==> config.mk <==
export PLATFORM = sky130hd
export DESIGN_NAME = seg7_scan_driver_flat
export DESIGN_NICKNAME = d
export VERILOG_FILES = /design/src/rtl/seg7_scan_driver_if.sv /design/src/rtl/seg7_scan_driver.sv /design/src/flat_wrapper.sv
export SDC_FILE = /design/constraint.sdc
export NUM_CORES = 1
export LEC_CHECK = 0
export BUFFER_PORTS_ARGS = -buffer_cell sky130_fd_sc_hd__buf_2
export CAP_MARGIN = 0
export CORE_MARGIN = 5
export CORE_UTILIZATION = 50
export CTS_CLUSTER_DIAMETER = 40
export CTS_CLUSTER_SIZE = 12
export DETAILED_ROUTE_END_ITERATION = 6
export GPL_ROUTABILITY_DRIVEN = 1
export GPL_TIMING_DRIVEN = 0
export PLACE_DENSITY_LB_ADDON = 0.3
export SLEW_MARGIN = 5
export SYNTH_ARGS = -nofsm -noshare
export SYNTH_HDL_FRONTEND = slang
export SYNTH_SLANG_ARGS = --single-unit
==> constraint.sdc <==
create_clock -name clk -period 3.4 [get_ports clk]
set_input_delay 0.17 -clock clk [delete_from_list [all_inputs] [get_ports clk]]
set_output_delay 0.17 -clock clk [all_outputs]
set_load 0.01 [all_outputs]
==> src/rtl/seg7_scan_driver_if.sv <==
// Interface between the stopwatch counters and the 7-segment scan driver:
// six BCD digits in, shared segment bus and digit enables out.
interface seg7_scan_driver_if;
  logic [3:0] hr_h;
  logic [3:0] hr_l;
  logic [3:0] min_h;
  logic [3:0] min_l;
  logic [3:0] sec_h;
  logic [3:0] sec_l;
  logic [6:0] seg;
  logic       dp;
  logic [5:0] an;

  modport master (
    output hr_h, hr_l, min_h, min_l, sec_h, sec_l,
    input  seg, dp, an
  );

  modport slave (
    input  hr_h, hr_l, min_h, min_l, sec_h, sec_l,
    output seg, dp, an
  );
endinterface

==> src/rtl/seg7_scan_driver.sv <==
// Six-digit multiplexed 7-segment driver with per-frame digit snapshot and anti-ghost blanking.
// Optional macro LEAD_ZERO_BLANK_EN suppresses leading zeros on the hours digits.
module seg7_scan_driver #(
  parameter logic [15:0] SCAN_DIV       = 16'd50000,
  parameter logic [15:0] GHOST_CYC      = 16'd500,
  parameter bit          SEG_ACTIVE_LOW = 1'b1,
  parameter bit          AN_ACTIVE_LOW  = 1'b1
) (
  input  logic              clk,
  input  logic              rstn,
  seg7_scan_driver_if.slave bus
);

  function automatic logic [6:0] dec7(input logic [3:0] d);
    logic [6:0] s;
    case (d)
      4'd0:    s = 7'h3F;
      4'd1:    s = 7'h06;
      4'd2:    s = 7'h5B;
      4'd3:    s = 7'h4F;
      4'd4:    s = 7'h66;
      4'd5:    s = 7'h6D;
      4'd6:    s = 7'h7D;
      4'd7:    s = 7'h07;
      4'd8:    s = 7'h7F;
      4'd9:    s = 7'h6F;
      default: s = 7'h40;
    endcase
    return s;
  endfunction

  function automatic logic [6:0] seg_pol(input logic [6:0] s);
    return SEG_ACTIVE_LOW ? ~s : s;
  endfunction

  function automatic logic dp_pol(input logic d);
    return SEG_ACTIVE_LOW ? ~d : d;
  endfunction

  function automatic logic [5:0] an_pol(input logic [5:0] a);
    return AN_ACTIVE_LOW ? ~a : a;
  endfunction

  localparam logic [6:0] SEG_OFF = SEG_ACTIVE_LOW ? 7'h7F : 7'h00;
  localparam logic       DP_OFF  = SEG_ACTIVE_LOW;
  localparam logic [5:0] AN_OFF  = AN_ACTIVE_LOW ? 6'h3F : 6'h00;

  logic [15:0]     pcnt_q, pcnt_d;
  logic [2:0]      idx_q, idx_d;
  // snap_q[5] = hr_h ... snap_q[0] = sec_l, matching the an[] ordering
  logic [5:0][3:0] snap_q, snap_d;
  logic [6:0]      seg_q, seg_d;
  logic            dp_q, dp_d;
  logic [5:0]      an_q, an_d;

  logic       slot_end;
  logic       idx_valid;
  logic       blank;
  logic       digit_blank;
  logic [3:0] digit;
  logic [6:0] seg_raw;
  logic       dp_raw;
  logic [5:0] an_raw;

  always_comb begin
    slot_end  = (pcnt_q == SCAN_DIV - 16'd1);
    idx_valid = (idx_q <= 3'd5);

    pcnt_d = slot_end ? 16'd0 : pcnt_q + 16'd1;
    idx_d  = idx_q;
    if (!idx_valid) begin
      idx_d  = 3'd0;
      pcnt_d = 16'd0;
    end else if (slot_end) begin
      idx_d = (idx_q == 3'd5) ? 3'd0 : idx_q + 3'd1;
    end

    // Load all six digits together at the frame boundary so a frame never mixes counts
    snap_d = snap_q;
    if (slot_end && idx_q == 3'd5) begin
      snap_d = {bus.hr_h, bus.hr_l, bus.min_h, bus.min_l, bus.sec_h, bus.sec_l};
    end

    digit  = 4'd0;
    an_raw = 6'b000000;
    case (idx_q)
      3'd0: begin digit = snap_q[5]; an_raw = 6'b100000; end
      3'd1: begin digit = snap_q[4]; an_raw = 6'b010000; end
      3'd2: begin digit = snap_q[3]; an_raw = 6'b001000; end
      3'd3: begin digit = snap_q[2]; an_raw = 6'b000100; end
      3'd4: begin digit = snap_q[1]; an_raw = 6'b000010; end
      3'd5: begin digit = snap_q[0]; an_raw = 6'b000001; end
      default: begin digit = 4'd0; an_raw = 6'b000000; end
    endcase

    digit_blank = 1'b0;
`ifdef LEAD_ZERO_BLANK_EN
    if (idx_q == 3'd0 && snap_q[5] == 4'd0) digit_blank = 1'b1;
    if (idx_q == 3'd1 && snap_q[5] == 4'd0 && snap_q[4] == 4'd0) digit_blank = 1'b1;
`endif

    seg_raw = digit_blank ? 7'h00 : dec7(digit);
    dp_raw  = (idx_q == 3'd1) || (idx_q == 3'd3);
    blank   = (pcnt_q < GHOST_CYC) || !idx_valid;

    if (blank) begin
      seg_d = SEG_OFF;
      dp_d  = DP_OFF;
      an_d  = AN_OFF;
    end else begin
      seg_d = seg_pol(seg_raw);
      dp_d  = dp_pol(dp_raw);
      an_d  = an_pol(an_raw);
    end
  end

  always_ff @(posedge clk or negedge rstn) begin
    if (!rstn) begin
      pcnt_q <= 16'd0;
      idx_q  <= 3'd0;
      snap_q <= '0;
      seg_q  <= SEG_OFF;
      dp_q   <= DP_OFF;
      an_q   <= AN_OFF;
    end else begin
      pcnt_q <= pcnt_d;
      idx_q  <= idx_d;
      snap_q <= snap_d;
      seg_q  <= seg_d;
      dp_q   <= dp_d;
      an_q   <= an_d;
    end
  end

  assign bus.seg = seg_q;
  assign bus.dp  = dp_q;
  assign bus.an  = an_q;

endmodule
==> src/flat_wrapper.sv <==
// flat-port wrapper written by rule: the top's interface ports become plain ports
module seg7_scan_driver_flat 
#(
  parameter logic [15:0] SCAN_DIV       = 16'd50000,
  parameter logic [15:0] GHOST_CYC      = 16'd500,
  parameter bit          SEG_ACTIVE_LOW = 1'b1,
  parameter bit          AN_ACTIVE_LOW  = 1'b1
)
  (clk, rstn, bus_hr_h, bus_hr_l, bus_min_h, bus_min_l, bus_sec_h, bus_sec_l, bus_seg, bus_dp, bus_an);
  seg7_scan_driver_if bus_i ();
  input  logic clk;
  input  logic rstn;
  input wire logic [$bits(bus_i.hr_h)-1:0] bus_hr_h;
  input wire logic [$bits(bus_i.hr_l)-1:0] bus_hr_l;
  input wire logic [$bits(bus_i.min_h)-1:0] bus_min_h;
  input wire logic [$bits(bus_i.min_l)-1:0] bus_min_l;
  input wire logic [$bits(bus_i.sec_h)-1:0] bus_sec_h;
  input wire logic [$bits(bus_i.sec_l)-1:0] bus_sec_l;
  output wire logic [$bits(bus_i.seg)-1:0] bus_seg;
  output wire logic [$bits(bus_i.dp)-1:0] bus_dp;
  output wire logic [$bits(bus_i.an)-1:0] bus_an;
  assign bus_i.hr_h = bus_hr_h;
  assign bus_i.hr_l = bus_hr_l;
  assign bus_i.min_h = bus_min_h;
  assign bus_i.min_l = bus_min_l;
  assign bus_i.sec_h = bus_sec_h;
  assign bus_i.sec_l = bus_sec_l;
  assign bus_seg = bus_i.seg;
  assign bus_dp = bus_i.dp;
  assign bus_an = bus_i.an;
  seg7_scan_driver #(.SCAN_DIV(SCAN_DIV), .GHOST_CYC(GHOST_CYC), .SEG_ACTIVE_LOW(SEG_ACTIVE_LOW), .AN_ACTIVE_LOW(AN_ACTIVE_LOW)) u_core (.clk(clk), .rstn(rstn), .bus(bus_i));
endmodule
# ---- Word level (Yosys, flattened, before mapping)
# Memories as Yosys holds them, arrays and structs flattened.
# Cells that the tools add are included.
dict set report word_totals {
  ff_bits 57
  rom_bits 112
  in_bits 26
  output_inout_bits 14
  elab_cells 41
  n_memories 1
}
# memory depth width read_ports rd_ports_with_merged_regs write_ports line
set mem_list {}
lappend mem_list {{(name not given)} 16 7 1 0 0 seg7_scan_driver.sv:16} ;# case (d)
dict set report classes {
  addsub 2
  order_cmp 2
  eq_ne 7
  muxes 10
  bitwise_logic 3
  reduce_logical 5
}
# op count
set op_table {}
lappend op_table {{$pmux 6 s6} 1}
lappend op_table {{$mux 16} 2}
lappend op_table {{$pmux 4 s6} 1}
lappend op_table {{$add 16x1->16 const B} 1}
lappend op_table {{$eq 16x16->1 const B} 1}
lappend op_table {{$lt 16x9->1 const B} 1}
lappend op_table {{$mux 3} 3}
lappend op_table {{$mux 7} 1}
lappend op_table {{$not 7->7} 1}
lappend op_table {{$eq 3x2->1 const B} 2}
lappend op_table {{$eq 3x3->1 const B} 2}
lappend op_table {{$mux 6} 1}
lappend op_table {{$not 6->6} 1}
lappend op_table {{$add 3x1->3 const B} 1}
lappend op_table {{$eq 3x1->1 const B} 1}
lappend op_table {{$le 3x3->1 const B} 1}
lappend op_table {{$logic_not 3->1} 1}
lappend op_table {{$logic_or 1x1->1} 2}
lappend op_table {{$ne 2x1->1 const B} 1}
lappend op_table {{$logic_and 1x1->1} 1}
lappend op_table {{$logic_not 1->1} 1}
lappend op_table {{$mux 1} 1}
lappend op_table {{$not 1->1} 1}

# ---- Logic depth before layout (Yosys ltp)
# Gate-level depths: netlist of run 1.
# An unclocked memory read counts as a cell.
dict set report depth {
  ltp_word 5
  depth_mapped 10
}

# ---- Worst setup path before layout of run 1
# Ideal clock, no wire load.
dict set report synth_timing {
  kind {reg-to-reg}
  from {reg u_core.idx_q[0]}
  to {reg u_core.seg_q[0], in the netlist u_core.bus.seg[0]}
  t_arrival_ns 2.193
  t_required_ns 3.322
  slack_ns 1.129
  path_stages_with_launch 10
  path_buffers 2
  period_less_slack_ns 2.271
  path_cell_list {dfrtp_1 > buf_6 > buf_2 > nor2b_1 > a211oi_1 > o31ai_1 > inv_1 > ha_1 > or3_1 > a31o_1}
}
dict set report synth_between {
  elab_chain_len 5
  elab_cells_between_ends 13
  cone_classes {1 x order compare; 5 x eq/ne; 2 x mux; 1 x bitwise; 3 x reduce/logical; 1 x memory}
}
# element line
set synth_lines {}
lappend synth_lines {{start, declared} seg7_scan_driver.sv:49} ;# logic [2:0] idx_q, idx_d;
lappend synth_lines {{start signal, assigned} seg7_scan_driver.sv:127} ;# idx_q <= idx_d;
lappend synth_lines {{$eq 3x3->1 (tied with other cells)} seg7_scan_driver.sv:86} ;# case (idx_q)
lappend synth_lines {{$pmux 4 s6} seg7_scan_driver.sv:86}
lappend synth_lines {{$mem_v2 16x7} n/a}
lappend synth_lines {{$not 7->7} seg7_scan_driver.sv:33} ;# return SEG_ACTIVE_LOW ? ~s : s;
lappend synth_lines {{$mux 7 *} seg7_scan_driver.sv:106} ;# if (blank) begin
lappend synth_lines {{via u_core.seg_d[0]} seg7_scan_driver.sv:52} ;# logic [6:0] seg_q, seg_d;
lappend synth_lines {{end signal, assigned} seg7_scan_driver.sv:129} ;# seg_q <= seg_d;
lappend synth_lines {{end, declared} seg7_scan_driver.sv:52}
# The timed path passes the listed nets; every way through them passes the cells marked *.
# A chain may end at the register's enable or synchronous reset.

# ---- Worst setup path in the final report of run 1
# Ends and elaborated chain as after synthesis.

==> out/qor.json, run 1 <==
{
  "globalRouteTotalUtil": {"value": 16.61, "unit": "%"},
  "layout.cells.most_common_list": {"value": "sky130_fd_sc_hd__dfrtp_1 (43), sky130_fd_sc_hd__buf_2 (42), sky130_fd_sc_hd__nor2_1 (21), sky130_fd_sc_hd__mux2_2 (20), sky130_fd_sc_hd__dfstp_2 (14)"},
  "seq_area_frac_synth": {"value": 52.36, "unit": "%"},
  "worst_setup_path_start_kind": {"value": "register"},
  "setup_viol": {"value": 0},
  "cts_tree": {"value": "done"},
  "num-nets-final": {"value": 316},
  "ios": {"value": 40},
  "relSlewSlack": {"value": 49.13, "unit": "%"},
  "ys_seq_elements": {"value": 57},
  "status": {"value": "finished clean"},
  "drt-vias-per-instance": {"value": 5.329},
  "synth_largest_type_area_fraction": {"value": 39.02, "unit": "%"},
  "dieHeight": {"value": 84.27, "unit": "microns"},
  "area_delta_synth_final": {"value": 17.51, "unit": "%"},
  "totalNegativeSetupSlack": {"value": 0, "unit": "ns"},
  "startpoint": {"value": "u_core.idx_q[0]"},
  "yosys_warnings": {"value": 0},
  "cts_made_buffers": {"value": 9},
  "yosys_most_used_dff": {"value": "sky130_fd_sc_hd__dfrtp_1"},
  "actual_slew_at_the_worst_max_slew_pin": {"value": 0.7565, "unit": "ns"},
  "final-max-slew-violation-count": {"value": 0},
  "grt_start_max_net_pins": {"value": 58},
  "seq_area": {"value": 1444, "unit": "sq um"},
  "ff2ff_setup_slack": {"value": 0.74, "unit": "ns"},
  "post_synthesis_net_count": {"value": 265},
  "dieArea": {"value": 7101, "unit": "sq um"},
  "rsz0062_at_grt": {"value": "false"},
  "synth_enable_flop_cells": {"value": 0},
  "vias": {"value": 1913},
  "start_util": {"value": 50.70, "unit": "%"},
  "multi_input_comb_area": {"value": 1230, "unit": "sq um"},
  "routed_wire_length_per_instance": {"value": 14.68, "unit": "microns"},
  "netlist_area": {"value": 2758, "unit": "sq um"},
  "clk-insertion-delay-late": {"value": 0.34, "unit": "ns"},
  "worstSetupPathType": {"value": "register to register"},
  "global_route.overflow_total": {"value": 0},
  "r2r_start": {"value": "u_core.idx_q[0]"},
  "power_leakage": {"value": 0.001511, "unit": "uW"},
  "worstHoldStart": {"value": "bus_sec_h[0]"},
  "maxClockFrequency": {"value": 376.0, "unit": "MHz"},
  "netlist.top_cell.by_area": {"value": "sky130_fd_sc_hd__dfrtp_1"},
  "antennaDiodeCount": {"value": 0},
  "hpwlAfterDp": {"value": 3.756, "unit": "mm"},
  "vdd.ir_drop.worst": {"value": 0.2783, "unit": "mV"},
  "post-route-drc-count": {"value": 0},
  "layout-drive-gt1-share": {"value": 36.24, "unit": "%"},
  "drt-initial-drc-count": {"value": 114},
  "io_buffers": {"value": 39},
  "cp.arrival": {"value": 2.92, "unit": "ns"},
  "post_synth.cell_area_avg": {"value": 11.94, "unit": "sq um"},
  "clock_h_tree_levels": {"value": 3},
  "postLayoutCoreUtil": {"value": 59.58, "unit": "%"},
  "via_count_of_the_first_global_routing_pass": {"value": 1960},
  "final_estimated_routing_congestion_in_global_placement": {"value": 0.8359},
  "clkSlewWorstSetupHoldPaths": {"value": 0.07, "unit": "ns"},
  "die_span_x": {"value": 84.27, "unit": "microns"},
  "post_synth_main_area_contributors": {"value": "sky130_fd_sc_hd__dfrtp_1 (39%), sky130_fd_sc_hd__dfstp_2 (13%), sky130_fd_sc_hd__mux2_2 (8.2%)"},
  "cp-end-kind": {"value": "register"},
  "synth_async_sr_flop_share": {"value": 100.0, "unit": "%"},
  "worstPathMaxFanout": {"value": 10},
  "syn-instance-count": {"value": 231},
  "floorplan.rows": {"value": 27},
  "antenna_left": {"value": 0},
  "core": {"value": 5439, "unit": "sq um"},
  "pwr_cell_area": {"value": 397.4, "unit": "nW/um^2"},
  "cts.sinks": {"value": 57},
  "finClkSkew": {"value": 0.01207, "unit": "ns"},
  "mostFrequentLayoutCell": {"value": "sky130_fd_sc_hd__dfrtp_1"},
  "final_min_period_over_clock_period": {"value": 78.23, "unit": "%"},
  "final_number_of_hold_violating_endpoints": {"value": 0},
  "global_route_wire_length_before_repair": {"value": 9.259, "unit": "mm"},
  "cts-root-to-sink-buffers": {"value": 2},
  "timing.max_cap.violations": {"value": 0},
  "cts_root_buf": {"value": "sky130_fd_sc_hd__clkbuf_8"},
  "fillers": {"value": 471},
  "synth.distinct_cells": {"value": 51},
  "final_cells": {"value": 359},
  "initial_antenna_violation_count": {"value": 0},
  "hold-worst-slack": {"value": 0.04125, "unit": "ns"},
  "drt-pass1-iter-count": {"value": 4},
  "drt_wl_total": {"value": 5.269, "unit": "mm"},
  "placed_cells_incl_taps": {"value": 342},
  "hold_class": {"value": "input pin to register"},
  "timing.critical_path.required": {"value": 3.66, "unit": "ns"},
  "final_worst_path_period_need": {"value": 2.660, "unit": "ns"}
}
area by class of cell:
cell class | count | area share, %
Buffer | 9 | 2.008
Clock inverter | 2 | 0.3861
Sequential cell | 57 | 44.56
Timing Repair Buffer | 40 | 6.409
Inverter | 5 | 0.5792
Clock buffer | 14 | 5.328
Multi-Input combinational cell | 160 | 37.95
Tap cell | 72 | 2.780
critical path, stage by stage (launching register included):
cell	delay [ns]
sky130_fd_sc_hd__dfrtp_1	0.37
sky130_fd_sc_hd__buf_6	0.14
sky130_fd_sc_hd__buf_2	0.19
sky130_fd_sc_hd__nor2b_1	0.12
sky130_fd_sc_hd__a211oi_1	0.07
sky130_fd_sc_hd__o31ai_1	0.67
sky130_fd_sc_hd__inv_1	0.19
sky130_fd_sc_hd__ha_1	0.24
sky130_fd_sc_hd__or3_1	0.37
sky130_fd_sc_hd__a31o_1	0.22
cells by family after synthesis:
kind of cell	Yosys count	synth area share (%)
simple gates	80	17.01
flops	57	52.36
compound gates	29	7.214
mux	29	12.30
xor+xnor	14	4.447
buf+inv	14	3.040
fa+ha+maj	8	3.630
stage by stage:
step	worst slack (ns)	area [sq um]	total power, uW
after floorplan	1.129	2758	691.4
after global placement	0.8275	3043	717.6
after detailed placement	0.7983	3043	718.2
after CTS	0.7732	3228	1309
after global routing	0.5811	3241	1352
final	0.7403	3241	1288
synthesized netlist by cell type (4+ instances only):
cell type / count
sky130_fd_sc_hd__xor2_1: 7
sky130_fd_sc_hd__nand2_1: 13
sky130_fd_sc_hd__buf_2: 4
sky130_fd_sc_hd__nand4_1: 6
sky130_fd_sc_hd__dfstp_2: 14
sky130_fd_sc_hd__mux2_2: 20
sky130_fd_sc_hd__xnor2_1: 7
sky130_fd_sc_hd__mux2_1: 5
sky130_fd_sc_hd__or3_1: 5
sky130_fd_sc_hd__ha_1: 8
sky130_fd_sc_hd__dfrtp_1: 43
sky130_fd_sc_hd__nand3_1: 7
sky130_fd_sc_hd__nor2_1: 21
sky130_fd_sc_hd__o21ai_0: 6
sky130_fd_sc_hd__and3_1: 4
sky130_fd_sc_hd__a21oi_1: 7
state kept, by name, indices dropped and copies added (netlist names):
| register | flops |
|---|---|
| u_core.snap_q | 24 |
| u_core.pcnt_q | 16 |
| u_core.bus.seg | 7 |
| u_core.bus.an | 6 |
| u_core.idx_q | 3 |
| u_core.bus.dp | 1 |
repair_timing:
action                                 CTS  global route
endpoints found under the hold margin    0            43
setup buffers                            0             0
gates resized for setup                  0             0
hold buffers                             0             1
power by group:
part	total, uW	switching (uW)	internal, uW	leakage, uW
sequential	679	0	679	0.000734
combinational	26.9	15.8	11.1	0.000684
clock	582	258	323	0.0000927
total	1290	274	1010	0.00151
path summary, 6_finish.rpt:
check,to,cells past startpoint
worst max-delay path,u_core.bus.seg[0],9
max in group asynchronous,u_core.snap_q[7],2
worst max register to register,u_core.bus.seg[0],9
worst min-delay path,u_core.snap_q[4],2
worst min register to register,u_core.pcnt_q[0],1
min in group asynchronous,u_core.pcnt_q[13],2
layer usage:
metal | vias to the layer above | part of all wire, % | GRT usage, %
li1 | 931 | - | -
met1 | 917 | 46 | 21.69
met2 | 56 | 45 | 24.53
met3 | 9 | 6.9 | 6.281
met4 | 0 | 1.7 | 7.456
met5 | - | 0 | 0
Power figures use the tool's default switching activity.
==> run 2: changes to the inputs <==
Clock period 3.4 ns to 2.4 ns, I/O delays scaled along.
==> run 2 against run 1 <==
Register-to-register slack lost 0.62 ns. Global-route usage up 0.58 points. Total power up 44%. Utilization grew 5.3 points. Flip-flop and latch count did not move. Clock skew fell by 0.00067 ns. Routed wire length is 5.8% higher. First-iteration DRC count increased by 5.3%. Clock power is 42% higher. Sequential power is 42% higher. Via count rose by 6.1%.
==> out/qor.json, run 2 (synthesized netlist as in run 1, its figures left out) <==
{
  "dieHeight": {"value": 84.27, "unit": "microns", "change": "unchanged"},
  "mostFrequentLayoutCell": {"value": "sky130_fd_sc_hd__dfrtp_1", "change": "unchanged"},
  "antenna_left": {"value": 0, "change": "unchanged"},
  "rr_worst_depth": {"value": 8, "change": "was 9"},
  "io_buffers": {"value": 39, "change": "unchanged"},
  "worstSetupPathType": {"value": "register to register", "change": "unchanged"},
  "cp.arrival": {"value": 2.55, "unit": "ns", "change": "was 2.92 ns"},
  "dieArea": {"value": 7101, "unit": "sq um", "change": "unchanged"},
  "rsz0062_at_grt": {"value": "false", "change": "unchanged"},
  "floorplan.rows": {"value": 27, "change": "unchanged"},
  "grt_start_max_net_pins": {"value": 58, "change": "unchanged"},
  "cp-end-kind": {"value": "register", "change": "unchanged"},
  "final_worst_path_period_need": {"value": 2.284, "unit": "ns", "change": "was 2.660 ns"},
  "via_count_of_the_first_global_routing_pass": {"value": 2006, "change": "was 1960"},
  "met3RoutedLength": {"value": 345, "unit": "microns", "change": "was 364 microns"},
  "layout.cells.most_common_list": {"value": "sky130_fd_sc_hd__dfrtp_1 (43), sky130_fd_sc_hd__buf_2 (40), sky130_fd_sc_hd__nor2_1 (21), sky130_fd_sc_hd__dlygate4sd3_1 (21), sky130_fd_sc_hd__mux2_2 (20)", "change": "was sky130_fd_sc_hd__dfrtp_1 (43), sky130_fd_sc_hd__buf_2 (42), sky130_fd_sc_hd__nor2_1 (21), sky130_fd_sc_hd__mux2_2 (20), sky130_fd_sc_hd__dfstp_2 (14)"},
  "hpwlAfterDp": {"value": 3.756, "unit": "mm", "change": "unchanged"},
  "finClkSkew": {"value": 0.01140, "unit": "ns", "change": "was 0.01207 ns"},
  "vdd.ir_drop.worst": {"value": 0.4020, "unit": "mV", "change": "was 0.2783 mV"},
  "final-max-slew-violation-count": {"value": 0, "change": "unchanged"},
  "drt-vias-per-instance": {"value": 5.243, "change": "was 5.329"},
  "worstPathMaxFanout": {"value": 10, "change": "unchanged"},
  "hold_class": {"value": "input pin to register", "change": "unchanged"},
  "start_util": {"value": 50.70, "unit": "%", "change": "unchanged"},
  "largest_reg_flops": {"value": 24, "change": "unchanged"},
  "cts_root_buf": {"value": "sky130_fd_sc_hd__clkbuf_8", "change": "unchanged"},
  "final_number_of_hold_violating_endpoints": {"value": 0, "change": "unchanged"},
  "power_leakage": {"value": 0.001640, "unit": "uW", "change": "was 0.001511 uW"},
  "area_delta_synth_final": {"value": 27.95, "unit": "%", "change": "was 17.51%"},
  "die_span_x": {"value": 84.27, "unit": "microns", "change": "unchanged"},
  "ios": {"value": 40, "change": "unchanged"},
  "core": {"value": 5439, "unit": "sq um", "change": "unchanged"},
  "relSlewSlack": {"value": 53.60, "unit": "%", "change": "was 49.13%"},
  "initial_antenna_violation_count": {"value": 0, "change": "unchanged"},
  "num-nets-final": {"value": 344, "change": "was 316"},
  "antennaDiodeCount": {"value": 0, "change": "unchanged"},
  "globalRouteTotalUtil": {"value": 17.19, "unit": "%", "change": "was 16.61%"},
  "routed_wire_length_per_instance": {"value": 14.41, "unit": "microns", "change": "was 14.68 microns"},
  "global_route_wire_length_before_repair": {"value": 9.591, "unit": "mm", "change": "was 9.259 mm"},
  "drt-pass1-iter-count": {"value": 4, "change": "unchanged"},
  "power.share.switching": {"value": 21.41, "unit": "%", "change": "was 21.28%"},
  "clock_h_tree_levels": {"value": 3, "change": "unchanged"},
  "m1WireLength": {"value": 2.546, "unit": "mm", "change": "was 2.429 mm"},
  "clkSlewWorstSetupHoldPaths": {"value": 0.07, "unit": "ns", "change": "about the same"},
  "drt-initial-drc-count": {"value": 120, "change": "was 114"},
  "final_cells": {"value": 387, "change": "was 359"},
  "maxClockFrequency": {"value": 437.9, "unit": "MHz", "change": "was 376.0 MHz"},
  "drt_wl_total": {"value": 5.577, "unit": "mm", "change": "was 5.269 mm"},
  "cts_tree": {"value": "done", "change": "unchanged"},
  "top_register": {"value": "u_core.snap_q", "change": "unchanged"},
  "fillers": {"value": 434, "change": "was 471"},
  "net-switching-power": {"value": 397.0, "unit": "uW", "change": "was 274.1 uW"},
  "actual_slew_at_the_worst_max_slew_pin": {"value": 0.6959, "unit": "ns", "change": "was 0.7565 ns"},
  "global_route.overflow_total": {"value": 0, "change": "unchanged"},
  "worst_setup_path_start_kind": {"value": "register", "change": "unchanged"},
  "p_clk_share": {"value": 44.7, "unit": "%", "change": "was 45.2%"},
  "cts_made_buffers": {"value": 9, "change": "unchanged"},
  "final_min_period_over_clock_period": {"value": 95.15, "unit": "%", "change": "was 78.23%"},
  "cts.sinks": {"value": 57, "change": "unchanged"},
  "status": {"value": "finished clean", "change": "unchanged"},
  "final_estimated_routing_congestion_in_global_placement": {"value": 0.8359, "change": "unchanged"},
  "timing.max_cap.violations": {"value": 0, "change": "unchanged"},
  "clk-insertion-delay-late": {"value": 0.35, "unit": "ns", "change": "was 0.34 ns"},
  "min_delay_path_depth": {"value": 2, "change": "unchanged"},
  "postLayoutCoreUtil": {"value": 64.87, "unit": "%", "change": "was 59.58%"},
  "pwr_cell_area": {"value": 525.5, "unit": "nW/um^2", "change": "was 397.4 nW/um^2"},
  "setup_viol": {"value": 0, "change": "unchanged"},
  "share_seq_of_total_power": {"value": 51.9, "unit": "%", "change": "was 52.7%"},
  "post-route-drc-count": {"value": 0, "change": "unchanged"},
  "timing.critical_path.required": {"value": 2.67, "unit": "ns", "change": "was 3.66 ns"},
  "layout-drive-gt1-share": {"value": 37.14, "unit": "%", "change": "was 36.24%"},
  "highest-signal-layer": {"value": "met4", "change": "unchanged"},
  "placed_cells_incl_taps": {"value": 342, "change": "unchanged"},
  "vias": {"value": 2029, "change": "was 1913"},
  "wl_met2": {"value": 2.595, "unit": "mm", "change": "was 2.385 mm"},
  "power.internal": {"value": 1457, "unit": "uW", "change": "was 1014 uW"},
  "cts-root-to-sink-buffers": {"value": 2, "change": "unchanged"},
  "comb_power_share": {"value": 3.4, "unit": "%", "change": "was 2.1%"}
}
## run 2: stage by stage
| stage | total power (uW) | hold slack, ns | setup WS (ns) | setup TNS [ns] | cell area, sq um |
|---|---|---|---|---|---|
| 2_1_floorplan | 979.4 | -0.1756 | 0.1286 | 0 | 2758 |
| 5_1_grt | 1942 | 0.002091 | 0.009355 | 0 | 3528 |
| 3_3_place_gp | 1017 | 0.3369 | -0.1725 | -0.2659 | 3043 |
| 4_1_cts | 1879 | 0.001495 | 0.002124 | 0 | 3451 |
| 6_report | 1854 | 0.01860 | 0.1163 | 0 | 3528 |
| 3_5_place_dp | 1017 | 0.3430 | -0.2017 | -0.2999 | 3043 |
## run 2: worst paths after layout
check | startpoint | endpoint | slack [ns]
worst max-delay path | u_core.idx_q[0] | u_core.bus.seg[0] | 0.12
worst min-delay path | bus_min_l[2] | u_core.snap_q[10] | 0.02
worst max register to register | u_core.idx_q[0] | u_core.bus.seg[0] | 0.12
worst min register to register | u_core.pcnt_q[0] | u_core.pcnt_q[0] | 0.48
max in group asynchronous | rstn | u_core.snap_q[7] | 1.57
min in group asynchronous | rstn | u_core.pcnt_q[0] | 0.37
## run 2: layer usage
| layer | GRT usage (%) | vias to the layer above |
|---|---|---|
| met5 | 0 | - |
| met1 | 22.21 | 980 |
| li1 | - | 985 |
| met3 | 6.183 | 9 |
| met4 | 7.456 | 0 |
| met2 | 26.04 | 55 |
## run 2: cell type report
class	count	area, sq um	share of cell area, %
Sequential cell	57	1444	40.92
Multi-Input combinational cell	160	1245	35.28
Timing Repair Buffer	68	467.9	13.26
Clock buffer	14	172.7	4.894
Tap cell	72	90.09	2.553
Buffer	9	77.57	2.199
Inverter	5	18.77	0.5319
Clock inverter	2	12.51	0.3546
## run 2: worst max-delay path: stages, from the launching register on
cell and delay, ns:
sky130_fd_sc_hd__dfrtp_1 0.34, sky130_fd_sc_hd__buf_6 0.14, sky130_fd_sc_hd__buf_6 0.15, sky130_fd_sc_hd__mux2_2 0.35, sky130_fd_sc_hd__a22oi_1 0.21, sky130_fd_sc_hd__o31ai_2 0.17
sky130_fd_sc_hd__ha_1 0.23, sky130_fd_sc_hd__or3_4 0.39, sky130_fd_sc_hd__a31o_1 0.22
## run 2: repair_timing
item	CTS	global route
setup buffers	2	6
pin swaps	0	5
hold endpoints to repair	20	43
setup endpoints to repair	5	23
resized for setup	2	9
hold buffers	20	1
## run 2: power groups by stage
stage	Sequential [uW]	Combinational (uW)	Clock, uW
finish	962	63.7	828
global route	961	72.7	908
CTS	962	63.3	854
detailed placement	979	38.6	0
global placement	979	37.7	0
floorplan	979	0.338	0
==> run 3: changes to the inputs <==
Settings changed: ABC_AREA set to 1, REMOVE_ABC_BUFFERS set to 1.
Clock period 2.4 ns to 2.42 ns, I/O delays scaled along.
==> run 3 against run 2 <==
Final cell count grew 28%. Clock power shrank 7.6%. Non-clock buffer count shrank 35. Routed wire length grew 6.6%. Combinational power shrank 27%. Clock skew is essentially flat. Total power shrank 4.8%. Global-route usage grew 1.0 points. Sequential power shrank 0.8%. Clock-buffer cell count shrank 2.
==> out/qor.json, run 3 <==
{
  "timing.critical_path.required": {"value": 2.68, "unit": "ns", "change": "was 2.67 ns"},
  "ios": {"value": 40, "change": "unchanged"},
  "setup_viol": {"value": 0, "change": "unchanged"},
  "worst_setup_path_start_kind": {"value": "register", "change": "unchanged"},
  "hold_class": {"value": "input pin to register", "change": "unchanged"},
  "rsz0062_at_grt": {"value": "false", "change": "unchanged"},
  "dieArea": {"value": 7512, "unit": "sq um", "change": "was 7101 sq um"},
  "clock_h_tree_levels": {"value": 3, "change": "unchanged"},
  "globalRouteTotalUtil": {"value": 18.22, "unit": "%", "change": "was 17.19%"},
  "cp-end-kind": {"value": "register", "change": "unchanged"},
  "synth.distinct_cells": {"value": 28, "change": "was 51"},
  "placed_cells_incl_taps": {"value": 476, "change": "was 342"},
  "power_leakage": {"value": 0.001758, "unit": "uW", "change": "was 0.001640 uW"},
  "synth_enable_flop_cells": {"value": 0, "change": "unchanged"},
  "netlist.top_cell.by_area": {"value": "sky130_fd_sc_hd__dfrtp_1", "change": "unchanged"},
  "fillers": {"value": 561, "change": "was 434"},
  "layout-drive-gt1-share": {"value": 22.67, "unit": "%", "change": "was 37.14%"},
  "cp.arrival": {"value": 2.39, "unit": "ns", "change": "was 2.55 ns"},
  "drt-initial-drc-count": {"value": 85, "change": "was 120"},
  "ff2ff_setup_slack": {"value": 0.29, "unit": "ns", "change": "was 0.12 ns"},
  "antennaDiodeCount": {"value": 0, "change": "unchanged"},
  "initial_antenna_violation_count": {"value": 0, "change": "unchanged"},
  "die_span_x": {"value": 86.67, "unit": "microns", "change": "was 84.27 microns"},
  "cts_tree": {"value": "done", "change": "unchanged"},
  "synth_largest_type_area_fraction": {"value": 36.61, "unit": "%", "change": "was 39.02%"},
  "grt_start_max_net_pins": {"value": 58, "change": "unchanged"},
  "worst_path_most_repeated_cell": {"value": "sky130_fd_sc_hd__nand2_1", "change": "was sky130_fd_sc_hd__buf_6"},
  "final_min_period_over_clock_period": {"value": 87.96, "unit": "%", "change": "was 95.15%"},
  "totalNegativeSetupSlack": {"value": 0, "unit": "ns", "change": "unchanged"},
  "critical_path.slowest_cell": {"value": "sky130_fd_sc_hd__dfrtp_2", "change": "was sky130_fd_sc_hd__or3_4"},
  "yosys_warnings": {"value": 0, "change": "unchanged"},
  "drt-pass1-iter-count": {"value": 4, "change": "unchanged"},
  "post-route-drc-count": {"value": 0, "change": "unchanged"},
  "clk-insertion-delay-late": {"value": 0.34, "unit": "ns", "change": "was 0.35 ns"},
  "top_register": {"value": "u_core.snap_q", "change": "unchanged"},
  "placed_area": {"value": 3197, "unit": "sq um", "change": "was 3043 sq um"},
  "cts-root-to-sink-buffers": {"value": 2, "change": "unchanged"},
  "status": {"value": "finished clean", "change": "unchanged"},
  "layout.cells.most_common_list": {"value": "sky130_fd_sc_hd__nand2_1 (95), sky130_fd_sc_hd__inv_1 (49), sky130_fd_sc_hd__dfrtp_1 (42), sky130_fd_sc_hd__buf_2 (38), sky130_fd_sc_hd__nand3_1 (37)", "change": "was sky130_fd_sc_hd__dfrtp_1 (43), sky130_fd_sc_hd__buf_2 (40), sky130_fd_sc_hd__nor2_1 (21), sky130_fd_sc_hd__dlygate4sd3_1 (21), sky130_fd_sc_hd__mux2_2 (20)"},
  "netlist_area": {"value": 2939, "unit": "sq um", "change": "was 2758 sq um"},
  "io_buffers": {"value": 39, "change": "unchanged"},
  "syn-instance-count": {"value": 368, "change": "was 231"},
  "num-nets-final": {"value": 448, "change": "was 344"},
  "path_delay_family": {"value": "simple AND/OR/NAND/NOR gates", "change": "was compound AO/OA/AOI/OAI gates"},
  "final_number_of_hold_violating_endpoints": {"value": 0, "change": "unchanged"},
  "post_synth_main_area_contributors": {"value": "sky130_fd_sc_hd__dfrtp_1 (37%), sky130_fd_sc_hd__dfstp_2 (13%), sky130_fd_sc_hd__nand2_1 (12%)", "change": "was sky130_fd_sc_hd__dfrtp_1 (39%), sky130_fd_sc_hd__dfstp_2 (13%), sky130_fd_sc_hd__mux2_2 (8.2%)"},
  "ys_seq_elements": {"value": 57, "change": "unchanged"},
  "vdd.ir_drop.worst": {"value": 0.3408, "unit": "mV", "change": "was 0.4020 mV"},
  "finalPower": {"value": 1766, "unit": "uW", "change": "was 1854 uW"},
  "area_delta_synth_final": {"value": 15.20, "unit": "%", "change": "was 27.95%"},
  "drt-vias-per-instance": {"value": 4.941, "change": "was 5.243"},
  "yosys.cell_count.top_type": {"value": "sky130_fd_sc_hd__nand2_1", "change": "was sky130_fd_sc_hd__dfrtp_1"},
  "critPathMaxStageDelay": {"value": 0.52, "unit": "ns", "change": "was 0.39 ns"},
  "dieHeight": {"value": 86.67, "unit": "microns", "change": "was 84.27 microns"},
  "routed_wire_length_per_instance": {"value": 12.04, "unit": "microns", "change": "was 14.41 microns"},
  "final_design_area_no_fill": {"value": 3386, "unit": "sq um", "change": "was 3528 sq um"},
  "cts_made_buffers": {"value": 9, "change": "unchanged"},
  "maxClockFrequency": {"value": 469.8, "unit": "MHz", "change": "was 437.9 MHz"},
  "seq_area_frac_synth": {"value": 49.13, "unit": "%", "change": "was 52.36%"},
  "antenna_left": {"value": 0, "change": "unchanged"},
  "cts.sinks": {"value": 57, "change": "unchanged"},
  "timing.critical_path.cells": {"value": "inv_2 -> ha_1 -> nand2_1 -> nand2_1 -> nor2_1 -> nand2_1 -> inv_1 -> ha_1 -> nand3_1 -> a21oi_1 -> nand2_1", "change": "was buf_6 -> buf_6 -> mux2_2 -> a22oi_1 -> o31ai_2 -> ha_1 -> or3_4 -> a31o_1"},
  "clkSlewWorstSetupHoldPaths": {"value": 0.06, "unit": "ns", "change": "was 0.07 ns"},
  "actual_slew_at_the_worst_max_slew_pin": {"value": 0.6919, "unit": "ns", "change": "was 0.6959 ns"},
  "drt_wl_total": {"value": 5.946, "unit": "mm", "change": "was 5.577 mm"},
  "cts_root_buf": {"value": "sky130_fd_sc_hd__clkbuf_8", "change": "unchanged"},
  "pwr_cell_area": {"value": 521.6, "unit": "nW/um^2", "change": "was 525.5 nW/um^2"},
  "worstPathMaxFanout": {"value": 15, "change": "was 10"},
  "post_synth.cell_area_avg": {"value": 7.987, "unit": "sq um", "change": "was 11.94 sq um"},
  "yosys_most_used_dff": {"value": "sky130_fd_sc_hd__dfrtp_1", "change": "unchanged"},
  "via_count_of_the_first_global_routing_pass": {"value": 2341, "change": "was 2006"},
  "timing.max_cap.violations": {"value": 0, "change": "unchanged"},
  "synth_common_cells": {"value": "sky130_fd_sc_hd__nand2_1 (95), sky130_fd_sc_hd__inv_1 (49), sky130_fd_sc_hd__dfrtp_1 (43)", "change": "was sky130_fd_sc_hd__dfrtp_1 (43), sky130_fd_sc_hd__nor2_1 (21), sky130_fd_sc_hd__mux2_2 (20)"},
  "largest_reg_flops": {"value": 24, "change": "unchanged"},
  "final_estimated_routing_congestion_in_global_placement": {"value": 0.8889, "change": "was 0.8359"},
  "mostFrequentLayoutCell": {"value": "sky130_fd_sc_hd__nand2_1", "change": "was sky130_fd_sc_hd__dfrtp_1"},
  "start_util": {"value": 50.54, "unit": "%", "change": "was 50.70%"},
  "final_cells": {"value": 494, "change": "was 387"},
  "worstSetupPathType": {"value": "register to register", "change": "unchanged"},
  "vias": {"value": 2441, "change": "was 2029"},
  "cp.buffers_inverters": {"value": 2, "change": "unchanged"},
  "global_route.overflow_total": {"value": 0, "change": "unchanged"},
  "final-max-slew-violation-count": {"value": 0, "change": "unchanged"},
  "hpwlAfterDp": {"value": 4.291, "unit": "mm", "change": "was 3.756 mm"},
  "synth_async_sr_flop_share": {"value": 100.0, "unit": "%", "change": "unchanged"},
  "relSlewSlack": {"value": 53.87, "unit": "%", "change": "was 53.60%"},
  "floorplan.rows": {"value": 28, "change": "was 27"},
  "global_route_wire_length_before_repair": {"value": 10.56, "unit": "mm", "change": "was 9.591 mm"},
  "finClkSkew": {"value": 0.01179, "unit": "ns", "change": "was 0.01140 ns"},
  "core": {"value": 5816, "unit": "sq um", "change": "was 5439 sq um"},
  "final_worst_path_period_need": {"value": 2.129, "unit": "ns", "change": "was 2.284 ns"}
}
[run 3: changes by cell type after synthesis, sizes merged, moves of 6 or more]
cell / previous run / this run
o21ai: 6 / 31
nand2: 13 / 97
xnor2: 7 / 1
nor3: 3 / 13
nor2: 21 / 35
nand3: 8 / 38
mux2: 26 / 0
inv: 5 / 57
[run 3: cell type report]
cell class	instances	area (sq um)	share of cell area, %
sequential	57	1445	42.68
multi-input combinational	246	1226	36.22
timing repair buffer	42	237.7	7.021
inverter	58	217.7	6.430
clock buffer	12	145.1	4.287
tap	75	93.84	2.772
clock inverter	4	20.02	0.5913
[run 3: layer usage]
metal  global-route usage, %  wire length, microns  up-vias
met5                       0                     0        -
met2                   26.91                  2716       57
met1                   23.77                  2711     1115
li1                        -                     -     1253
met3                   4.087                   355       16
met4                   12.32                   164        0
[run 3: repair_timing]
action                                  CTS  global route
buffers inserted                          0             0
hold endpoints to repair                  1            43
endpoints found under the setup margin    0             5
hold buffers                              1             1
resized for setup                         0             1
[run 3: cell families after synthesis]
logic type | count (synthesis) | share of synthesized area (%)
flops | 57 | 49.13
buf+inv | 65 | 9.323
compound gates | 39 | 7.493
simple gates | 195 | 29.46
fa+ha+maj | 8 | 3.406
xor+xnor | 4 | 1.192
[run 3: tightest hold or removal path, cell delays in order]
cell and delay (ns):
sky130_fd_sc_hd__buf_2 0.09, sky130_fd_sc_hd__inv_1 0.04, sky130_fd_sc_hd__o21ai_1 0.05
[run 3: power breakdown]
part	internal [uW]	leakage, uW	switching (uW)
clock network	393	0.0000899	373
logic	19.3	0.00106	27.3
registers	954	0.000607	0
[run 3: final timing paths]
kind / start / endpoint / cells after the start
worst min-delay path: bus_min_h[0] / u_core.snap_q[12] / 3
worst max register to register: u_core.idx_q[2] / u_core.bus.seg[4] / 11
min in group asynchronous: rstn / u_core.pcnt_q[7] / 2
max in group asynchronous: rstn / u_core.idx_q[2] / 2
worst max-delay path: u_core.idx_q[2] / u_core.bus.seg[4] / 11
worst min register to register: u_core.pcnt_q[0] / u_core.pcnt_q[0] / 1
[run 3: per-stage QoR]
step | hold WS [ns] | worst slack [ns] | util, %
floorplan | -0.1746 | 0.2135 | -
CTS | 0.002021 | 0.1145 | 57.98
finish | 0.01396 | 0.2913 | 58.22
global route | 0.005645 | 0.06502 | 58.22
global placement | 0.3587 | -0.3601 | 54.54
detailed placement | 0.3618 | 0.1455 | 54.97
